[src/rtl/cnn_fmap_window.sv]
// Sliding KX x KY window generator for the CNN kernel stage: raster-order pixels in,
// packed windows out, using KY-1 line buffers and a KY x KX window register array.
module cnn_fmap_window #(
    parameter int KX     = 3,
    parameter int KY     = 3,
    parameter int I_F_BW = 8,
    parameter int IMG_W  = 28,
    parameter int IMG_H  = 28
) (
    input  logic                       clk,
    input  logic                       reset_n,
    input  logic                       i_soft_reset,
    input  logic                       i_in_valid,
    input  logic [I_F_BW-1:0]          i_in_pixel,
    output logic                       o_ot_valid,
    output logic [KX*KY*I_F_BW-1:0]    o_ot_fmap,
    output logic                       o_ot_last
);

    localparam int CW = (IMG_W > 1) ? $clog2(IMG_W) : 1;
    localparam int RW = (IMG_H > 1) ? $clog2(IMG_H) : 1;

    localparam logic [CW-1:0] COL_LAST = CW'(IMG_W - 1);
    localparam logic [RW-1:0] ROW_LAST = RW'(IMG_H - 1);
    localparam logic [CW-1:0] COL_WIN  = CW'(KX - 1);
    localparam logic [RW-1:0] ROW_WIN  = RW'(KY - 1);

    logic [CW-1:0]       col;
    logic [RW-1:0]       row;
    logic [I_F_BW-1:0]   lb      [KY-1][IMG_W];
    logic [I_F_BW-1:0]   win     [KY][KX];
    logic [I_F_BW-1:0]   new_col [KY];
    logic [I_F_BW-1:0]   nxt_win [KY][KX];
    logic [KX*KY*I_F_BW-1:0] nxt_fmap;

    logic accept;
    logic win_done;
    logic frame_end;

    // Soft reset drops a coincident pixel, so it never counts as accepted.
    assign accept    = i_in_valid && !i_soft_reset;
    assign win_done  = (row >= ROW_WIN) && (col >= COL_WIN);
    assign frame_end = (row == ROW_LAST) && (col == COL_LAST);

    // lb[0] holds the oldest buffered row, lb[KY-2] the row just above the current one.
    always_comb begin
        // NOTE: every always_comb output gets a value on every path, else a latch is inferred.
        for (int y = 0; y < KY - 1; y++) begin
            new_col[y] = lb[y][col];
        end
        new_col[KY-1] = i_in_pixel;
    end

    always_comb begin
        for (int y = 0; y < KY; y++) begin
            for (int x = 0; x < KX - 1; x++) begin
                nxt_win[y][x] = win[y][x+1];
            end
            nxt_win[y][KX-1] = new_col[y];
        end
    end

    always_comb begin
        nxt_fmap = '0;
        for (int y = 0; y < KY; y++) begin
            for (int x = 0; x < KX; x++) begin
                nxt_fmap[(y*KX + x)*I_F_BW +: I_F_BW] = nxt_win[y][x];
            end
        end
    end

    // NOTE: line buffers are plain storage with no reset; stale entries never reach a valid window.
    always_ff @(posedge clk) begin
        if (accept) begin
            for (int k = 0; k < KY - 2; k++) begin
                lb[k][col] <= lb[k+1][col];
            end
            lb[KY-2][col] <= i_in_pixel;
        end
    end

    always_ff @(posedge clk or negedge reset_n) begin
        // NOTE: sequential state uses non-blocking assignments so every register samples pre-edge values.
        if (!reset_n) begin
            col        <= '0;
            row        <= '0;
            o_ot_valid <= 1'b0;
            o_ot_last  <= 1'b0;
            o_ot_fmap  <= '0;
            for (int y = 0; y < KY; y++) begin
                for (int x = 0; x < KX; x++) begin
                    win[y][x] <= '0;
                end
            end
        end else if (i_soft_reset) begin
            col        <= '0;
            row        <= '0;
            o_ot_valid <= 1'b0;
            o_ot_last  <= 1'b0;
            o_ot_fmap  <= '0;
            for (int y = 0; y < KY; y++) begin
                for (int x = 0; x < KX; x++) begin
                    win[y][x] <= '0;
                end
            end
        end else begin
            o_ot_valid <= 1'b0;
            o_ot_last  <= 1'b0;
            if (accept) begin
                win <= nxt_win;
                if (col == COL_LAST) begin
                    col <= '0;
                    row <= (row == ROW_LAST) ? '0 : row + 1'b1;
                end else begin
                    col <= col + 1'b1;
                end
                if (win_done) begin
                    o_ot_valid <= 1'b1;
                    o_ot_last  <= frame_end;
                    o_ot_fmap  <= nxt_fmap;
                end
            end
        end
    end

endmodule

[config.mk]
export PLATFORM = sky130hd
export DESIGN_NAME = cnn_fmap_window
export DESIGN_NICKNAME = d
export VERILOG_FILES = /design/src/rtl/cnn_fmap_window.sv
export SDC_FILE = /design/constraint.sdc
export NUM_CORES = 1
export LEC_CHECK = 0
export CORE_MARGIN = 4
export CORE_UTILIZATION = 68
export DETAILED_ROUTE_END_ITERATION = 8
export DONT_BUFFER_PORTS = 1
export PLACE_DENSITY = 0.9
export SYNTH_ARGS = -nofsm -noshare
export SYNTH_HDL_FRONTEND = slang
export SYNTH_SLANG_ARGS = --single-unit
[constraint.sdc]
create_clock -name clk -period 6.7 [get_ports clk]
set_input_delay 0.335 -clock clk [delete_from_list [all_inputs] [get_ports clk]]
set_output_delay 0.335 -clock clk [all_outputs]
set_load 0.02 [all_outputs]
======== After elaboration in Yosys (flattened, before gate mapping) ========
Memory sizes are Yosys's and may differ from the RTL's.
Cells that the tools add are included.
operators by class
  $add $sub $neg .......................... 2
  magnitude comparators ................... 4
  equal/unequal tests ..................... 2
  muxes and demuxes ....................... 28
  bitwise operators ....................... 1
  reduce and logical (&&, ||, !) cells .... 10
operators with widths
  operator             count
  $mux 224             1
  $mux 72              3
  $mux 64              2
  $bmux 8 s5           2
  $demux 8 s5          1
  $mux 8               5
  $mux 5               7
  $add 5x1->5 const B  2
  $eq 5x5->1 const B   2
  $ge 5x2->1 const B   2
  $mux 1               7
  $ge 6x6->1 const B   1
  $lt 6x1->1 const B   1
  $not 5->6            1
  $reduce_bool 2->1    3
  $logic_and 1x1->1    4
  $reduce_and 2->1     2
  $logic_not 1->1      1
word-level totals
  flip-flop bits (word level) ............. 132
  RAM bits ................................ 448
  input port bits ......................... 12
  output and inout bits ................... 74
  word-level logic and storage cells ...... 59
  memories ................................ 1
memory list
  name  depth  width  read ports  clocked after Yosys merged registers in  wr ports  line  RTL
  lb    2      224    2           0                                        2         30    logic [I_F_BW-1:0] lb [KY-1][IMG_W];

======== Depth between registers and ports, before layout ========
Gate-level depths: netlist (run 1).
  depth after elaboration ................. 7
  gate-level depth with buffers ........... 12
  mapped depth without buffers ............ 7

======== Worst setup path before layout (run 1) ========
No wires, ideal clock.
  kind .................................... register to register
  from .................................... register col[1]
  to ...................................... memory lb[0][152] in the netlist's numbering, enable pin
  setup time .............................. 409 ps
  data arrival time ....................... 2,587 ps
  required time ........................... 6,291 ps
  slack ................................... 3,704 ps
  stages on the path, launching flop included .. 9
  path buffers ............................ 4
  clock period less this slack ............ 2,996 ps
  cell sequence ........................... dfrtp_1 -> buf_2 -> buf_4 -> buf_2 -> buf_2 -> inv_1 -> ha_1 -> nand2_1 -> nor3_1
RTL lines
  element                 line  RTL
  from (decl)             28    logic [CW-1:0] col;
  from (signal assigned)  115   col <= col + 1'b1;
  to (decl)               30

==> flow_summary.yaml, run 1 <==
synthesis:
  synth_top_family_by_area: "multiplexers"
  yosysSeqAreaShare_pct: 74.0
  synth.net_count: 1347
  synth_fa_ha_area_share_pct: 0.331
  synth_xor_area_share_pct: 0.0773
  synth_top_area_share_pct: 59.4
  yosys_warnings: 0
  synth_most_common_cell: "edfxtp_1"
  yosys.area.top_type: "edfxtp_1"
  ys_async_sr_fraction_pct: 22.8
  netlist_area_mm2: 0.0226
  avgSynthCellArea_um2: 17.0
  syn-instance-count: 1329
  synth.area.mux_share_pct: 12.8
  post_synth_num_cell_types: 55
  netlist_top_cells_area: "edfxtp_1 59%, dfrtp_1 15%, mux2i_1 6.5%"
  synth_edf_count: 448
  synth_top_flop_cell: "edfxtp_1"
  ys_seq_elements: 580
  synth_compound_area_share_pct: 5.27
  synth_common_cells: "448 x edfxtp_1, 146 x mux2i_1, 132 x dfrtp_1"
  yosys.area_share.simple_pct: 5.31
sta:
  drv_slew: 0
  rsz0062_at_grt: "false"
  final_hold_viol_count: 1
  setup_viol: 0
  timing.hold.ws_ps: -4.12
  period_share_pct: 62.2
  finClkSkew_ps: 23.3
  fin_ws_ps: 2540
  tightest_slew_ps: 1360
  fmax_mhz: 240
  min_period_ps: 4160
  relSlewSlack_pct: 8.95
  final.setup.tns_ps: 0
placed_design:
  hpwl_mm: 33.0
  place_congestion: 0.869
  io_buffers: 0
  dp_slack_ps: 2720
global_route:
  gr-usage-met3_pct: 10.3
  gr-usage-met2_pct: 51.8
  grt_pass1_wl_mm: 89.0
  grt_busiest_layer: "met2"
  grt_max_degree: 133
  met1_usage_pct: 43.4
  antenna_found_initial: 0
  grtUsageTotal_pct: 33.4
  overflow: 0
  grt_pass1_vias: 13500
outcome:
  violations: "hold timing"
  status: "complete, but fails checks"
setup_path:
  worstPathArrival_ps: 4060
  cp-start-kind: "flip-flop"
  criticalPathCategory: "flip-flop to flip-flop"
  worst_setup_path_end_kind: "flip-flop"
  r2r_cells: 4
  critPathMaxFanout: 55
  cp.required_ps: 6600
cts:
  cts_tree: "done"
  clockBufferDepth: 3
  clkTransAtPathRegs_ps: 60
  post_cts_resized: 0
  cts.sinks: 580
  cts_buffers: 54
  clock_latency_ps: 590
  htree_num_levels: 2
  root_buffer: "clkbuf_16"
floorplanning:
  die_area_mm2: 0.0363
  core-area_mm2: 0.0327
  start_util_pct: 69.3
  pin_count: 86
  fp.dieH_um: 191
  die_w_um: 191
  num_rows: 66
finish:
  areaGrowthSynthToFinish_pct: 10.6
  multi_input_area_mm2: 0.00543
  postLayoutCoreUtil_pct: 76.6
  nets: 1378
  seq_area_mm2: 0.0168
  antenna_cells: 0
  drive_gt1_share_pct: 13.8
  fillers: 1555
route:
  drc_errors: 0
  drt_wl_total_mm: 60.2
  ant_nets: 0
  drt_iter0_markers: 1929
  wl_per_cell_um: 32.6
  vias_per_cell: 7.27
  num_vias: 13400
  firstDrtPassIters: 8
power_and_ir_drop:
  cellPowerDensity_mw_per_mm2: 295
  p_leak_nw: 8.68
  peakVddDrop_uv: 202
flow_run:
  cap_violations: 0
min_path:
  hold_depth: 2
  hp-class: "input port to flip-flop"
[sequential cells by signal, summed over array words and instances, names as in the netlist]
| register | flops |
|---|---|
| nxt_fmap | 48 |
| col | 5 |
| lb | 448 |
| o_ot_fmap | 72 |
| row | 5 |
| o_ot_last | 1 |
| o_ot_valid | 1 |
[worst max-delay path, stage by stage (launching register included)]
cell and delay (ps):
dfrtp_4 1000, buf_4 660, mux4_2 420, a22oi_1 240, nand4_1 1080
[power breakdown]
group          leakage [nW]  internal [W]  switching (W)
clock                 0.841       0.00170        0.00129
sequential             5.84       0.00395      0.0000396
combinational          2.00      0.000144       0.000276
[what timing repair did]
| action | in CTS | in global routing |
|---|---|---|
| hold buffers | 14 | 0 |
| endpoints found under the hold margin | 437 | 0 |
| buffers inserted | 0 | 0 |
| setup endpoints to repair | 0 | 0 |
[stage by stage]
stage	area, um2	total power [W]	cells	hold slack [ps]
final	25100	0.00740	1843	-4.12
after global routing	25100	0.00757	1843	14.9
after CTS	25000	0.00737	1842	0.253
after detailed placement	23100	0.00438	1731	42.2
after global placement	23100	0.00436	1731	42.0
after floorplan	22600	0.00430	1329	39.4
[final timing paths]
path / start / slack, ps / to
hold / removal: i_in_valid / -4 / col[0]$_DFFE_PN0P_
min in group asynchronous: reset_n / 380 / o_ot_fmap[66]$_DFFE_PN0P_
max in group asynchronous: reset_n / 5750 / col[1]$_DFFE_PN0P_
hold reg to reg: nxt_fmap[52]$_DFFE_PN0P_ / 510 / o_ot_fmap[52]$_DFFE_PN0P_
setup / recovery: col[1]$_DFFE_PN0P_ / 2540 / lb[0][131]$_DFFE_PP_
setup reg to reg: col[1]$_DFFE_PN0P_ / 2540 / lb[0][131]$_DFFE_PP_
[layout make-up]
cell class	count	share of cell area, %
Clock buffer	85	6.49
Clock inverter	12	0.330
Inverter	10	0.150
Multi-Input combinational cell	660	21.7
Sequential cell	580	66.9
Tap cell	442	2.21
Timing Repair Buffer	54	2.24
[per-layer routing]
layer / up-vias / part of all wire [%]
met2: 1276 / 47
met5: - / 0
met3: 283 / 14
met1: 6647 / 33
met4: 0 / 6.8
li1: 5195 / -
[cells by family (layout without fill, tap and decap cells)]
family,count (synthesis),in the layout
AO/OA/AOI/OAI,172,172
XOR/XNOR,2,2
adder cells (fa/ha/maj),6,6
buffers and inverters,89,161
flip-flops,580,580
multiplexers,209,209
AND/OR/NAND/NOR,271,271
[cells in the final DEF (no fill, tap or decap), types with 17 or more instances in the layout]
cell and n:
a21oi_1 39, a22o_1 33, a22oi_1 49, buf_4 39, clkbuf_16 57, dfrtp_1 130, edfxtp_1 448, mux2i_1 146
mux4_2 49, nand2_1 109, nand3_1 22, nor2_1 84, o21ai_0 17
Power figures use the tool's default switching activity.
==> run 2, diff against run 1 <==
--- a/config.mk
+++ b/config.mk
@@ -6,10 +6,10 @@
 export NUM_CORES = 1
 export LEC_CHECK = 0
 export CORE_MARGIN = 4
-export CORE_UTILIZATION = 68
+export CORE_UTILIZATION = 63
 export DETAILED_ROUTE_END_ITERATION = 8
 export DONT_BUFFER_PORTS = 1
-export PLACE_DENSITY = 0.9
+export PLACE_DENSITY = 0.85
 export SYNTH_ARGS = -nofsm -noshare
 export SYNTH_HDL_FRONTEND = slang
 export SYNTH_SLANG_ARGS = --single-unit
==> constraint.sdc (replaced) <==
create_clock -name clk -period 4 [get_ports clk]
set_input_delay 0.2 -clock clk [delete_from_list [all_inputs] [get_ports clk]]
set_output_delay 0.2 -clock clk [all_outputs]
set_load 0.02 [all_outputs]
==> run 2 against run 1 <==
Net effect: critical endpoint is now o_ot_fmap[43]$_DFFE_PN0P_; largest cell class unchanged; register-to-register slack lost 2100 ps; final area grew 1.9%; setup slack lost 2100 ps; the run now ends clean; via count shrank 3.6%; worst hold slack gained 52 ps; sequential power grew 67%; critical path type unchanged; global-route usage shrank 4.3 points.
==> flow_summary.yaml, run 2 (synthesis gave the netlist of run 1 again) <==
placed_design:
  hpwl_mm: 33.1
  dp_cells: 1766
  place_congestion: 0.877
  io_buffers: 0
min_path:
  hp-start: "i_in_valid"
  hp-class: "input port to flip-flop"
  hold_depth: 3
  whs_endpoint: "row[4]$_DFFE_PN0P_"
finish:
  final-instance-count-excl-fill: 1894
  antenna_cells: 0
  nets: 1406
  largest_reg_flops: 448
  layout_commonest_cell: "edfxtp_1"
  layout_common_cells: "448 x edfxtp_1, 146 x mux2i_1, 130 x dfrtp_1"
  areaGrowthSynthToFinish_pct: 12.8
  regMostFlops: "lb"
  drive_gt1_share_pct: 16.3
outcome:
  status: "finished, final reports clean"
global_route:
  grt_pass1_vias: 13000
  antenna_found_initial: 4
  grt_max_degree: 133
  grtUsageTotal_pct: 29.2
  overflow: 0
  grt_pass1_wl_mm: 84.4
power_and_ir_drop:
  p_sw_w: 0.00274
  p_seq_share_pct: 52.7
  clkPwrFrac_pct: 41.6
  switching_share_pct: 21.7
  peakVddDrop_uv: 441
  combPwrFrac_pct: 5.7
  p_leak_nw: 8.88
  power.internal_w: 0.00992
  cellPowerDensity_mw_per_mm2: 496
sta:
  final_hold_viol_count: 0
  finClkSkew_ps: 24.2
  final.setup.tns_ps: 0
  timing.hold.ws_ps: 48.0
  relSlewSlack_pct: 17.1
  min_period_ps: 3570
  drv_slew: 0
  fmax_mhz: 280
  setup_viol: 0
  rsz0062_at_grt: "false"
  tightest_slew_ps: 1240
  period_share_pct: 89.3
route:
  wl_per_cell_um: 29.8
  vias_per_cell: 6.82
  firstDrtPassIters: 7
  top_layer: "met5"
  ant_nets: 0
  num_vias: 12900
  drt_iter0_markers: 1768
  drt_wl_total_mm: 56.5
  drc_errors: 0
  routedLengthMet1_mm: 19.2
  route.met2.wl_mm: 27.8
  wl_met3_mm: 6.79
cts:
  post_cts_resized: 0
  root_buffer: "clkbuf_16"
  clkTransAtPathRegs_ps: 70
  cts_tree: "done"
  cts.sinks: 580
  cts_buffers: 53
  clock_latency_ps: 600
  htree_num_levels: 2
  clockBufferDepth: 3
setup_path:
  r2r-start: "col[1]$_DFFE_PN0P_"
  crit_buf_inv: 2
  r2r_slack_ps: 430
  r2r_end: "o_ot_fmap[43]$_DFFE_PN0P_"
  path_delay_family: "flip-flops"
  cp-start-kind: "flip-flop"
  critPathMostFrequentCell: "buf_4"
  criticalPathCategory: "flip-flop to flip-flop"
  critPathMaxFanout: 58
  crit_chain: "buf_4 -> mux2i_1 -> a21oi_1 -> nand3_1 -> nand4_1 -> buf_4 -> a22o_1"
  worst_setup_path_end_kind: "flip-flop"
  r2r_cells: 7
  cp_slowest_cell: "dfrtp_4"
  worstPathArrival_ps: 4040
  cp.required_ps: 4470
  cpPeakStageDelay_ps: 1040
floorplanning:
  start_util_pct: 63.8
  core-area_mm2: 0.0355
  die_w_um: 198
  num_rows: 69
  die_area_mm2: 0.0390
  pin_count: 86
  fp.dieH_um: 198
flow_run:
  cap_violations: 0
-- run 2: cell count changes in the layout (fill, tap and decap cells not counted), sizes merged --
cell and delta:
buf +16, dlygate4sd3 +13, clkbuf -18, clkinv +9
bufinv +5, clkinvlp +3, inv +4
-- run 2: worst max path at each step --
stage                                           end               start  cells after the start  slack, ps
final                     o_ot_fmap[43]$_DFFE_PN0P_  col[1]$_DFFE_PN0P_                      7        430
after global routing            lb[0][46]$_DFFE_PP_  col[0]$_DFFE_PN0P_                      6        480
after CTS                 o_ot_fmap[43]$_DFFE_PN0P_  col[1]$_DFFE_PN0P_                      7        580
after detailed placement  o_ot_fmap[43]$_DFFE_PN0P_  col[1]$_DFFE_PN0P_                      7        640
after global placement    o_ot_fmap[43]$_DFFE_PN0P_  col[1]$_DFFE_PN0P_                      7        640
after floorplan                lb[0][152]$_DFFE_PP_  col[1]$_DFFE_PN0P_                      8       1000
-- run 2: power groups by stage --
stage	logic [W]	clock network, W	registers, W
3_5_place_dp	0.000564	0	0.00679
4_1_cts	0.000708	0.00529	0.00667
2_1_floorplan	0.000449	0	0.00675
5_1_grt	0.000763	0.00554	0.00667
3_3_place_gp	0.000537	0	0.00679
6_report	0.000723	0.00527	0.00667
-- run 2: final cells by class --
type,instances,area (um2)
fillers,1900,9940
multi-input cells,660,5450
clock inverters,33,337
repair buffers,83,878
flip-flops and latches,580,16800
clock buffers,67,1500
inverters,10,37.5
well taps,461,577
-- run 2: stage by stage --
| stage | utilization [%] | instance area [um2] | worst slack [ps] | total power [W] |
|---|---|---|---|---|
| 2_1_floorplan | - | 22600 | 1000 | 0.00720 |
| 3_3_place_gp | 65.7 | 23300 | 641 | 0.00733 |
| 3_5_place_dp | 65.7 | 23300 | 637 | 0.00736 |
| 4_1_cts | 72.0 | 25500 | 576 | 0.0127 |
| 5_1_grt | 72.0 | 25500 | 477 | 0.0130 |
| 6_report | 72.0 | 25500 | 430 | 0.0127 |
-- run 2: layer usage --
metal,track usage [%],up-vias
met5,0,-
met3,6.89,194
met2,48.6,967
met1,37.8,6469
li1,-,5275
met4,11.5,8
-- run 2: what timing repair did --
action,in CTS,in global routing
hold buffers,28,0
buffers inserted,0,0
endpoints found under the hold margin,454,0
-- run 2: tightest hold or removal path: stages --
cell	delay [ps]
a31oi_1	220
nand2_1	110
o21ai_0	60
